### src/rtl/traffic_countdown_ctrl_if.sv
// Control/status bundle of the traffic countdown controller: timing inputs, mode inputs,
// light colours, countdowns and the 1 s tick.
interface traffic_countdown_ctrl_if #(
  parameter int CNT_W = 7
);
  logic [CNT_W-1:0] g_time_a;
  logic [CNT_W-1:0] g_time_b;
  logic [CNT_W-1:0] y_time;
  logic             hold;
  logic             night_mode;
  logic [2:0]       light_a;
  logic [2:0]       light_b;
  logic [CNT_W-1:0] counter_a;
  logic [CNT_W-1:0] counter_b;
  logic             tick;

  modport master (
    output g_time_a, g_time_b, y_time, hold, night_mode,
    input  light_a, light_b, counter_a, counter_b, tick
  );

  modport slave (
    input  g_time_a, g_time_b, y_time, hold, night_mode,
    output light_a, light_b, counter_a, counter_b, tick
  );
endinterface

### src/rtl/traffic_countdown_ctrl.sv
// Two-road traffic-light sequencer with per-road countdowns, hold and night-flash modes.
// Lights/counters are registered one cycle behind the phase state; free-running, no backpressure.
module traffic_countdown_ctrl #(
  parameter int CNT_W    = 7,
  parameter int TICK_DIV = 50000000,
  parameter int CLR_T    = 0
) (
  input  logic clk,
  input  logic rst_n,
  traffic_countdown_ctrl_if.slave bus
);
  localparam int PW = $clog2(TICK_DIV);
  localparam int SW = CNT_W + 2;
  localparam logic [PW-1:0]    PRE_MAX = PW'(TICK_DIV - 1);
  localparam logic [SW-1:0]    SAT     = SW'((1 << CNT_W) - 1);
  localparam logic [SW-1:0]    CLR_S   = SW'(CLR_T);
  localparam logic [CNT_W-1:0] CLR_R   = CNT_W'(CLR_T);
  localparam logic [2:0] RED = 3'b100, YEL = 3'b010, GRN = 3'b001, OFF = 3'b000;

  typedef enum logic [2:0] {
    S_LOAD, S_AG, S_AY, S_CA, S_BG, S_BY, S_CB, S_FLASH
  } state_t;

  state_t           state, adv_state;
  logic [PW-1:0]    presc;
  logic [CNT_W-1:0] rem, ga, gb, yt, adv_dur, ga_in, gb_in, yt_in;
  logic             flash_on, tick_q, wrap;
  logic [2:0]       light_a_q, light_b_q, la_n, lb_n;
  logic [CNT_W-1:0] counter_a_q, counter_b_q, ca_n, cb_n;

  function automatic logic [CNT_W-1:0] sat(input logic [SW-1:0] v);
    return (v > SAT) ? CNT_W'(SAT) : v[CNT_W-1:0];
  endfunction

  function automatic logic [CNT_W-1:0] min1(input logic [CNT_W-1:0] v);
    return (v == '0) ? CNT_W'(1) : v;
  endfunction

  assign ga_in = min1(bus.g_time_a);
  assign gb_in = min1(bus.g_time_b);
  assign yt_in = min1(bus.y_time);
  assign wrap  = (presc == PRE_MAX);

  // Phase entered when rem expires; entering S_AG starts a new cycle with fresh durations.
  always_comb begin
    adv_state = S_AG;
    adv_dur   = ga_in;
    case (state)
      S_AG: begin adv_state = S_AY; adv_dur = yt; end
      S_AY: begin
        if (CLR_T == 0) begin adv_state = S_BG; adv_dur = gb; end
        else begin adv_state = S_CA; adv_dur = CLR_R; end
      end
      S_CA: begin adv_state = S_BG; adv_dur = gb; end
      S_BG: begin adv_state = S_BY; adv_dur = yt; end
      S_BY: begin
        if (CLR_T != 0) begin adv_state = S_CB; adv_dur = CLR_R; end
      end
      default: ;
    endcase
  end

  // Each counter is the time until that road's colour next changes.
  always_comb begin
    la_n = RED;
    lb_n = RED;
    ca_n = '0;
    cb_n = '0;
    case (state)
      S_AG: begin la_n = GRN; ca_n = rem; cb_n = sat(SW'(rem) + SW'(yt) + CLR_S); end
      S_AY: begin la_n = YEL; ca_n = rem; cb_n = sat(SW'(rem) + CLR_S); end
      S_CA: begin ca_n = sat(SW'(rem) + SW'(gb) + SW'(yt) + CLR_S); cb_n = rem; end
      S_BG: begin lb_n = GRN; cb_n = rem; ca_n = sat(SW'(rem) + SW'(yt) + CLR_S); end
      S_BY: begin lb_n = YEL; cb_n = rem; ca_n = sat(SW'(rem) + CLR_S); end
      S_CB: begin ca_n = rem; cb_n = sat(SW'(rem) + SW'(ga) + SW'(yt) + CLR_S); end
      S_FLASH: begin
        la_n = flash_on ? YEL : OFF;
        lb_n = flash_on ? YEL : OFF;
      end
      default: ;
    endcase
  end

  always_ff @(posedge clk or negedge rst_n) begin
    if (!rst_n) begin
      state       <= S_LOAD;
      presc       <= '0;
      rem         <= '0;
      ga          <= CNT_W'(1);
      gb          <= CNT_W'(1);
      yt          <= CNT_W'(1);
      flash_on    <= 1'b0;
      tick_q      <= 1'b0;
      light_a_q   <= RED;
      light_b_q   <= RED;
      counter_a_q <= '0;
      counter_b_q <= '0;
    end else begin
      tick_q      <= 1'b0;
      light_a_q   <= la_n;
      light_b_q   <= lb_n;
      counter_a_q <= ca_n;
      counter_b_q <= cb_n;
      if (bus.night_mode) begin
        if (state != S_FLASH) begin
          state    <= S_FLASH;
          presc    <= '0;
          rem      <= '0;
          flash_on <= 1'b1;
        end else if (wrap) begin
          presc    <= '0;
          tick_q   <= 1'b1;
          flash_on <= ~flash_on;
        end else begin
          presc <= presc + PW'(1);
        end
      end else if (state == S_FLASH) begin
        state <= S_LOAD;
        presc <= '0;
      end else if (!bus.hold) begin
        if (state == S_LOAD) begin
          ga    <= ga_in;
          gb    <= gb_in;
          yt    <= yt_in;
          rem   <= ga_in;
          presc <= '0;
          state <= S_AG;
        end else if (wrap) begin
          presc  <= '0;
          tick_q <= 1'b1;
          if (rem > CNT_W'(1)) begin
            rem <= rem - CNT_W'(1);
          end else begin
            state <= adv_state;
            rem   <= adv_dur;
            if (adv_state == S_AG) begin
              ga <= ga_in;
              gb <= gb_in;
              yt <= yt_in;
            end
          end
        end else begin
          presc <= presc + PW'(1);
        end
      end
    end
  end

  assign bus.light_a   = light_a_q;
  assign bus.light_b   = light_b_q;
  assign bus.counter_a = counter_a_q;
  assign bus.counter_b = counter_b_q;
  assign bus.tick      = tick_q;
endmodule

### src/flat_wrapper.sv
// flat-port wrapper written by rule: the top's interface ports become plain ports
module traffic_countdown_ctrl_flat 
#(
  parameter int CNT_W    = 7,
  parameter int TICK_DIV = 50000000,
  parameter int CLR_T    = 0
)
  (clk, rst_n, bus_g_time_a, bus_g_time_b, bus_y_time, bus_hold, bus_night_mode, bus_light_a, bus_light_b, bus_counter_a, bus_counter_b, bus_tick);
  traffic_countdown_ctrl_if #(.CNT_W(CNT_W)) bus_i ();
  input  logic clk;
  input  logic rst_n;
  input wire logic [$bits(bus_i.g_time_a)-1:0] bus_g_time_a;
  input wire logic [$bits(bus_i.g_time_b)-1:0] bus_g_time_b;
  input wire logic [$bits(bus_i.y_time)-1:0] bus_y_time;
  input wire logic [$bits(bus_i.hold)-1:0] bus_hold;
  input wire logic [$bits(bus_i.night_mode)-1:0] bus_night_mode;
  output wire logic [$bits(bus_i.light_a)-1:0] bus_light_a;
  output wire logic [$bits(bus_i.light_b)-1:0] bus_light_b;
  output wire logic [$bits(bus_i.counter_a)-1:0] bus_counter_a;
  output wire logic [$bits(bus_i.counter_b)-1:0] bus_counter_b;
  output wire logic [$bits(bus_i.tick)-1:0] bus_tick;
  assign bus_i.g_time_a = bus_g_time_a;
  assign bus_i.g_time_b = bus_g_time_b;
  assign bus_i.y_time = bus_y_time;
  assign bus_i.hold = bus_hold;
  assign bus_i.night_mode = bus_night_mode;
  assign bus_light_a = bus_i.light_a;
  assign bus_light_b = bus_i.light_b;
  assign bus_counter_a = bus_i.counter_a;
  assign bus_counter_b = bus_i.counter_b;
  assign bus_tick = bus_i.tick;
  traffic_countdown_ctrl #(.CNT_W(CNT_W), .TICK_DIV(TICK_DIV), .CLR_T(CLR_T)) u_core (.clk(clk), .rst_n(rst_n), .bus(bus_i));
endmodule
### config.mk
export PLATFORM = sky130hd
export DESIGN_NAME = traffic_countdown_ctrl_flat
export DESIGN_NICKNAME = d
export VERILOG_FILES = /design/src/rtl/traffic_countdown_ctrl_if.sv /design/src/rtl/traffic_countdown_ctrl.sv /design/src/flat_wrapper.sv
export SDC_FILE = /design/constraint.sdc
export NUM_CORES = 1
export LEC_CHECK = 0
export ABC_AREA = 1
export ABC_CLOCK_PERIOD_IN_PS = 3200
export BUFFER_PORTS_ARGS = -buffer_cell sky130_fd_sc_hd__buf_2
export CORE_MARGIN = 1.5
export CORE_UTILIZATION = 61
export DETAILED_ROUTE_END_ITERATION = 12
export GPL_TIMING_DRIVEN = 0
export PLACE_DENSITY_LB_ADDON = 0.3
export SLEW_MARGIN = 30
export SYNTH_ARGS = -nofsm -noshare
export SYNTH_HDL_FRONTEND = slang
export SYNTH_SLANG_ARGS = --single-unit
### constraint.sdc
create_clock -name clk -period 3.2 [get_ports clk]
set_input_delay 0.16 -clock clk [delete_from_list [all_inputs] [get_ports clk]]
set_output_delay 0.16 -clock clk [all_outputs]
set_load 0.005 [all_outputs]
# ---- After elaboration in Yosys (flattened, before gate mapping)
# Cells that the tools add are included.
dict set report op_classes {
  addsub 7
  magnitude_cmp 5
  eq_ne 16
  mux 54
  n_bitwise 4
  reduce_logical 17
}
# op count
set ops {}
lappend ops {{$mux W7} 26}
lappend ops {{$mux W26} 6}
lappend ops {{$pmux W7 S4} 2}
lappend ops {{$gt A9 B7 Y1 const B} 3}
lappend ops {{$pmux W3 S3} 3}
lappend ops {{$add A26 B1 Y26 const B} 1}
lappend ops {{$eq A26 B26 Y1 const B} 1}
lappend ops {{$add A7 B7 Y8} 3}
lappend ops {{$logic_not A7 Y1} 3}
lappend ops {{$mux W3} 7}
lappend ops {{$add A9 B7 Y9} 2}
lappend ops {{$pmux W7 S2} 1}
lappend ops {{$eq A3 B3 Y1 const B} 4}
lappend ops {{$mux W1} 8}
lappend ops {{$reduce_and A4 Y1} 2}
lappend ops {{$gt A7 B1 Y1 const B} 1}
lappend ops {{$gt A7 B7 Y1 const B} 1}
lappend ops {{$sub A7 B1 Y7 const B} 1}
lappend ops {{$eq A3 B1 Y1 const B} 2}
lappend ops {{$eq A3 B2 Y1 const B} 2}
lappend ops {{$ne A2 B1 Y1 const B} 3}
lappend ops {{$reduce_and A6 Y1} 1}
lappend ops {{$reduce_bool A2 Y1} 3}
lappend ops {{$reduce_or A3 Y1} 2}
lappend ops {{other kinds (11)} 15}
dict set report totals {
  reg_bits 79
  wordCells 115
}

# ---- Logic depth before layout (Yosys ltp)
dict set report depth {
  ltp_word 9
  ltp_mapped 18
}

# ---- Worst setup path after synthesis
# No wires, ideal clock.
dict set report synth_timing {
  kind {flip-flop to flip-flop}
  from {register u_core.gb[0]}
  to {register u_core.counter_a_q[0], in the netlist u_core.bus.counter_a[0]}
  setup_time_ns 0.124
  arrival_time_ns 2.741
  required_time_ns 3.076
  slack_ns 0.335
  path_stages_with_launch 18
  n_path_buf 0
  synth_period_minus_slack_ns 2.865
  cell_sequence {dfstp_2 ha_1 inv_1 fa_1 o21ai_0 xnor2_1 inv_1 ha_1 nand2_1 inv_1 nand3_1 nand2_1 nand2_1 nand2_1 a21oi_1 nand3_1 nand2_1 nand3_1}
}
dict set report synth_via {
  elab_chain_len 5
}
# element line_no
set synth_lines {}
lappend synth_lines {{from (decl)} traffic_countdown_ctrl.sv:26} ;# logic [CNT_W-1:0] rem, ga, gb, yt, adv_dur, ga_in, gb_in, yt_in;
lappend synth_lines {{from (signal assigned)} traffic_countdown_ctrl.sv:123} ;# gb <= gb_in;
lappend synth_lines {{from (signal assigned)} traffic_countdown_ctrl.sv:138} ;# gb <= gb_in;
lappend synth_lines {{$add A7 B7 Y8 *} traffic_countdown_ctrl.sv:72} ;# S_CA: begin ca_n = sat(SW'(rem) + SW'(gb) + SW'(yt) + CLR_S); cb_n = rem; end
lappend synth_lines {{$add A9 B7 Y9 *} traffic_countdown_ctrl.sv:72}
lappend synth_lines {{$gt A9 B7 Y1} traffic_countdown_ctrl.sv:32} ;# return (v > SAT) ? CNT_W'(SAT) : v[CNT_W-1:0];
lappend synth_lines {{$mux W7 *} traffic_countdown_ctrl.sv:32}
lappend synth_lines {{$pmux W7 S4 *} traffic_countdown_ctrl.sv:69} ;# case (state)
lappend synth_lines {{named net u_core.ca_n[0]} traffic_countdown_ctrl.sv:29} ;# logic [CNT_W-1:0] counter_a_q, counter_b_q, ca_n, cb_n;
lappend synth_lines {{to (signal assigned)} traffic_countdown_ctrl.sv:102} ;# counter_a_q <= ca_n;
lappend synth_lines {{to (decl)} traffic_countdown_ctrl.sv:29}
# Mark *: on every way through the listed nets, which the timed path passes. The rest lies on a longest branch.
# A chain may end at the register's enable or synchronous reset.

# ---- Worst setup path after layout
dict set report layout_timing {
  from {register u_core.gb[0]}
  to {register u_core.counter_a_q[5], in the netlist u_core.bus.counter_a[5]}
}
# The elaborated chain is that of the path after synthesis.

==> flow_summary_export.csv <==
group,metric,value,unit
status,run_status,"finished clean",
pwr,share_comb_of_total_power,0.610,
routing,via_per_inst,5.649,
sta,maxSlewHeadroom,0.5704,
die,placeableCoreArea,9328,sq um
global_route,vias_in_the_first_global_route,5164,
synth,netlist_area,5919,sq um
cells_and_area,n_antenna_cell,0,
sta,period_needed,3.042,ns
routing,ant_nets,0,
cells_and_area,drive_above_1_share,0.1676,
die,initial_core_util,0.6346,
sta,max_freq,328.7,MHz
pwr,netSwitchingPower,3.195,mW
worst_setup_path,timing.critical_path.arrival,3.28,ns
clocking,cts.reportedPaths.clkPinSlew,0.09,ns
min_path,hold_path_class,"input port to flip-flop",
pwr,clkPwrFrac,0.140,
worst_setup_path,crit_path_end_kind,"flip-flop",
clocking,clk_latency,0.36,ns
place,place.detailed.instances,984,
global_route,globalRoute.totalOverflow,0,
sta,setup_viol,0,
global_route,track_usage,0.3017,
worst_setup_path,timing.rr.end,"u_core.bus.counter_a[5]",
synth,synth.net_count,880,
die,die_area,10300,sq um
synth,synth_cell_type_count,40,
place,hpwl,11310,um
cells_and_area,fillers,763,
synth,synth.ff_latch_count,79,
die,chipWidth,101.5,um
cells_and_area,layoutNonFillerInstCount,1006,
cells_and_area,finish.instance_area,6683,sq um
routing,post_drt_wl_per_cell,14.89,um
sta,worst_tran_pin_value,0.6420,ns
place,finalWeightedCongestion,0.9574,
routing,detail_route.wirelength,14980,um
global_route,grt_first_pass_wirelength,24290,um
synth,syn_inst,809,
worst_setup_path,reg2reg_from,"u_core.gb[0]",
routing,drt-pass1-iter-count,5,
synth,synth.yosys.warnings,0,
sta,layout_worst_path_cycle_share,0.9506,
pwr,power_frac_seq,0.250,
worst_setup_path,timing.critical_path.from,"u_core.gb[0]",
clocking,clock_sink_count,79,
min_path,whs_path_depth,3,
place,postPlaceCellArea,6329,sq um
clocking,numCtsBuffers,9,
die,floorplan.io_pins,46,
sta,finalClockSkew,0.01588,ns
routing,drt_iter0_markers,453,
job,maxCapViolCount,0,
die,floorplan.rows,35,
sta,timing.final.max_slew_violations,0,
synth,synth.yosys.seq_area_share,0.3350,
clocking,cts-root-buf,"sky130_fd_sc_hd__clkbuf_8",
pwr,power_report.internal_total,3.332,mW
worst_setup_path,worst-setup-path-type,"flip-flop to flip-flop",
cells_and_area,post-route-util,0.7164,
place,buffer_ports.inserted,45,
cells_and_area,area.growth.synth_to_final,12.89,%
synth,syn_avg_cell_area,7.317,sq um
clocking,clock_tree.buffer_depth,2,
cells_and_area,nets,943,
global_route,antenna_found_initial,0,
global_route,pin_count_of_the_biggest_net_entering_global_routing,43,
routing,drc_errors,0,
pwr,vdd.ir_drop.worst,0.6265,mV
pwr,swShare,0.4895,
sta,hold_viol,0,
clocking,cts_htree_levels,3,
worst_setup_path,worst-r2r-cell-count,18,
worst_setup_path,critical_path_required,3.44,ns
pwr,power_leakage,3.615,nW
pwr,p_per_area,976.8,nW/um^2
die,dieHeight,101.5,um
worst_setup_path,rrSetupSlack,0.16,ns
worst_setup_path,start_kind,"flip-flop",
routing,via_count,5683,
clocking,cts_tree,"yes",
worst_setup_path,timing.critical_path.to,"u_core.bus.counter_a[5]",
worst_setup_path,largest_fanout_on_the_critical_path,6,
-- Yosys cell counts (all sizes together) --
master  instances  area [sq um]
a21o            3         22.52
clkinv          1         3.750
nand3b          1         7.510
xnor2          17         148.9
fa              5         100.1
nor3           11         75.07
clkbuf          1         3.750
ha             41         513.0
xor2           14         122.6
nor2           54         227.7
a21oi          39         195.2
o211ai          4         30.03
a31oi           2         12.51
nand2         252         990.9
o21ai          40         279.0
a31o            2         17.52
and3            4         25.02
nand4          21         146.4
dfrtp          74          1852
or2             2         12.51
nand3          82         410.4
dfstp           5         131.4
o21bai          6         48.80
inv           113         424.2
buf             9         77.57
a22oi           3         22.52
nor4            3         18.77
-- power groups by stage --
stage	registers, mW	clock network, mW	logic [mW]
finish	1.63	0.912	3.98
global route	1.65	0.956	4.45
CTS	1.62	0.919	3.78
detailed placement	1.63	0	3.73
global placement	1.62	0	3.61
floorplan	1.50	0	2.90
-- logic make-up (layout without fill, tap and decap cells) --
family                     Yosys count  in the layout  synth area share
adders and majority gates           46             46            0.1036
xor gates and xnor gates            31             31           0.04587
DFF                                 79             79            0.3350
and+or+nand+nor                    430            430            0.3234
AOI/OAI and AO/OA                   99             99            0.1061
buffers and inverters              124            192           0.08603
-- critical path: stages (launching register included) --
cell	delay, ns
sky130_fd_sc_hd__dfstp_2	0.58
sky130_fd_sc_hd__ha_1	0.18
sky130_fd_sc_hd__inv_1	0.06
sky130_fd_sc_hd__fa_2	0.37
sky130_fd_sc_hd__o21ai_2	0.17
sky130_fd_sc_hd__nand2_1	0.08
sky130_fd_sc_hd__nand2_1	0.07
sky130_fd_sc_hd__a21oi_1	0.08
sky130_fd_sc_hd__xnor2_1	0.14
sky130_fd_sc_hd__ha_1	0.33
sky130_fd_sc_hd__nand2_1	0.07
sky130_fd_sc_hd__inv_1	0.04
sky130_fd_sc_hd__nand2_1	0.05
sky130_fd_sc_hd__nand2_1	0.10
sky130_fd_sc_hd__a21oi_4	0.25
sky130_fd_sc_hd__buf_4	0.15
sky130_fd_sc_hd__nand3_1	0.08
sky130_fd_sc_hd__nand2_1	0.08
sky130_fd_sc_hd__nand3_1	0.06
-- timing repair --
action,CTS,global route
hold buffers,1,0
endpoints found under the hold margin,35,0
buffers inserted,0,5
resized for setup,5,12
endpoints found under the setup margin,14,14
pin swaps,0,4
gates cloned,0,0
-- how the worst min path moves through the flow --
stage                    start                 endpoint  slack, ns
2_1_floorplan            rst_n  u_core.bus.counter_a[0]      -0.14
3_3_place_gp   bus_g_time_b[6]             u_core.gb[6]       0.42
3_5_place_dp             rst_n  u_core.bus.counter_b[5]       0.15
4_1_cts        bus_g_time_b[4]             u_core.gb[4]       0.05
5_1_grt        bus_g_time_b[5]             u_core.gb[5]       0.06
6_report       bus_g_time_b[4]             u_core.gb[4]       0.05
-- per-stage QoR --
step           hold slack (ns)  TNS (ns)  power [mW]  worst slack [ns]
6_report               0.04923         0       6.527            0.1580
5_1_grt                0.05778  -0.02246       7.062          -0.01879
4_1_cts                0.04805         0       6.323           0.05171
3_5_place_dp            0.1465    -2.795       5.365           -0.2615
3_3_place_gp            0.4208    -2.457       5.235           -0.2316
2_1_floorplan          -0.1356         0       4.395            0.3346
-- sequential cells by signal, summed over array words and instances (netlist names) --
register,count
u_core.bus.tick,1
u_core.bus.counter_b,7
u_core.gb,7
u_core.ga,7
u_core.bus.light_a,3
u_core.rem,7
u_core.yt,7
u_core.state,3
u_core.flash_on,1
u_core.presc,26
u_core.bus.counter_a,7
u_core.bus.light_b,3
-- per-layer routing --
layer,vias up,share of wire,track usage
met2,272,0.46,0.4826
met5,-,0,0
li1,2754,-,-
met3,20,0.083,0.03796
met1,2637,0.45,0.4356
met4,0,0.011,0.07585
-- cell usage in the layout, fill, tap and decap left out, types with 5 or more instances in the layout --
cell type / count
sky130_fd_sc_hd__nand3_1: 81
sky130_fd_sc_hd__inv_2: 8
sky130_fd_sc_hd__o21bai_1: 5
sky130_fd_sc_hd__ha_1: 40
sky130_fd_sc_hd__buf_4: 7
sky130_fd_sc_hd__dfrtp_1: 71
sky130_fd_sc_hd__nor3_1: 7
sky130_fd_sc_hd__buf_6: 5
sky130_fd_sc_hd__xor2_1: 14
sky130_fd_sc_hd__nor2_1: 48
sky130_fd_sc_hd__buf_2: 46
sky130_fd_sc_hd__o21ai_2: 23
sky130_fd_sc_hd__nand2_1: 240
sky130_fd_sc_hd__inv_1: 104
sky130_fd_sc_hd__nand4_1: 20
sky130_fd_sc_hd__clkbuf_8: 9
sky130_fd_sc_hd__dfstp_2: 5
sky130_fd_sc_hd__xnor2_1: 17
sky130_fd_sc_hd__o21ai_0: 15
sky130_fd_sc_hd__nand2_2: 8
sky130_fd_sc_hd__a21oi_1: 37
-- layout make-up --
class / count / area (sq um) / area share
Inverter: 114 / 431.7 / 0.06459
Clock buffer: 10 / 127.6 / 0.01910
Tap cell: 129 / 161.4 / 0.02415
Timing Repair Buffer: 52 / 295.3 / 0.04419
Multi-Input combinational cell: 606 / 3482 / 0.5211
Buffer: 10 / 81.33 / 0.01217
Clock inverter: 6 / 116.4 / 0.01741
Sequential cell: 79 / 1987 / 0.2973
No activity file was read; power rests on OpenSTA's default activity.
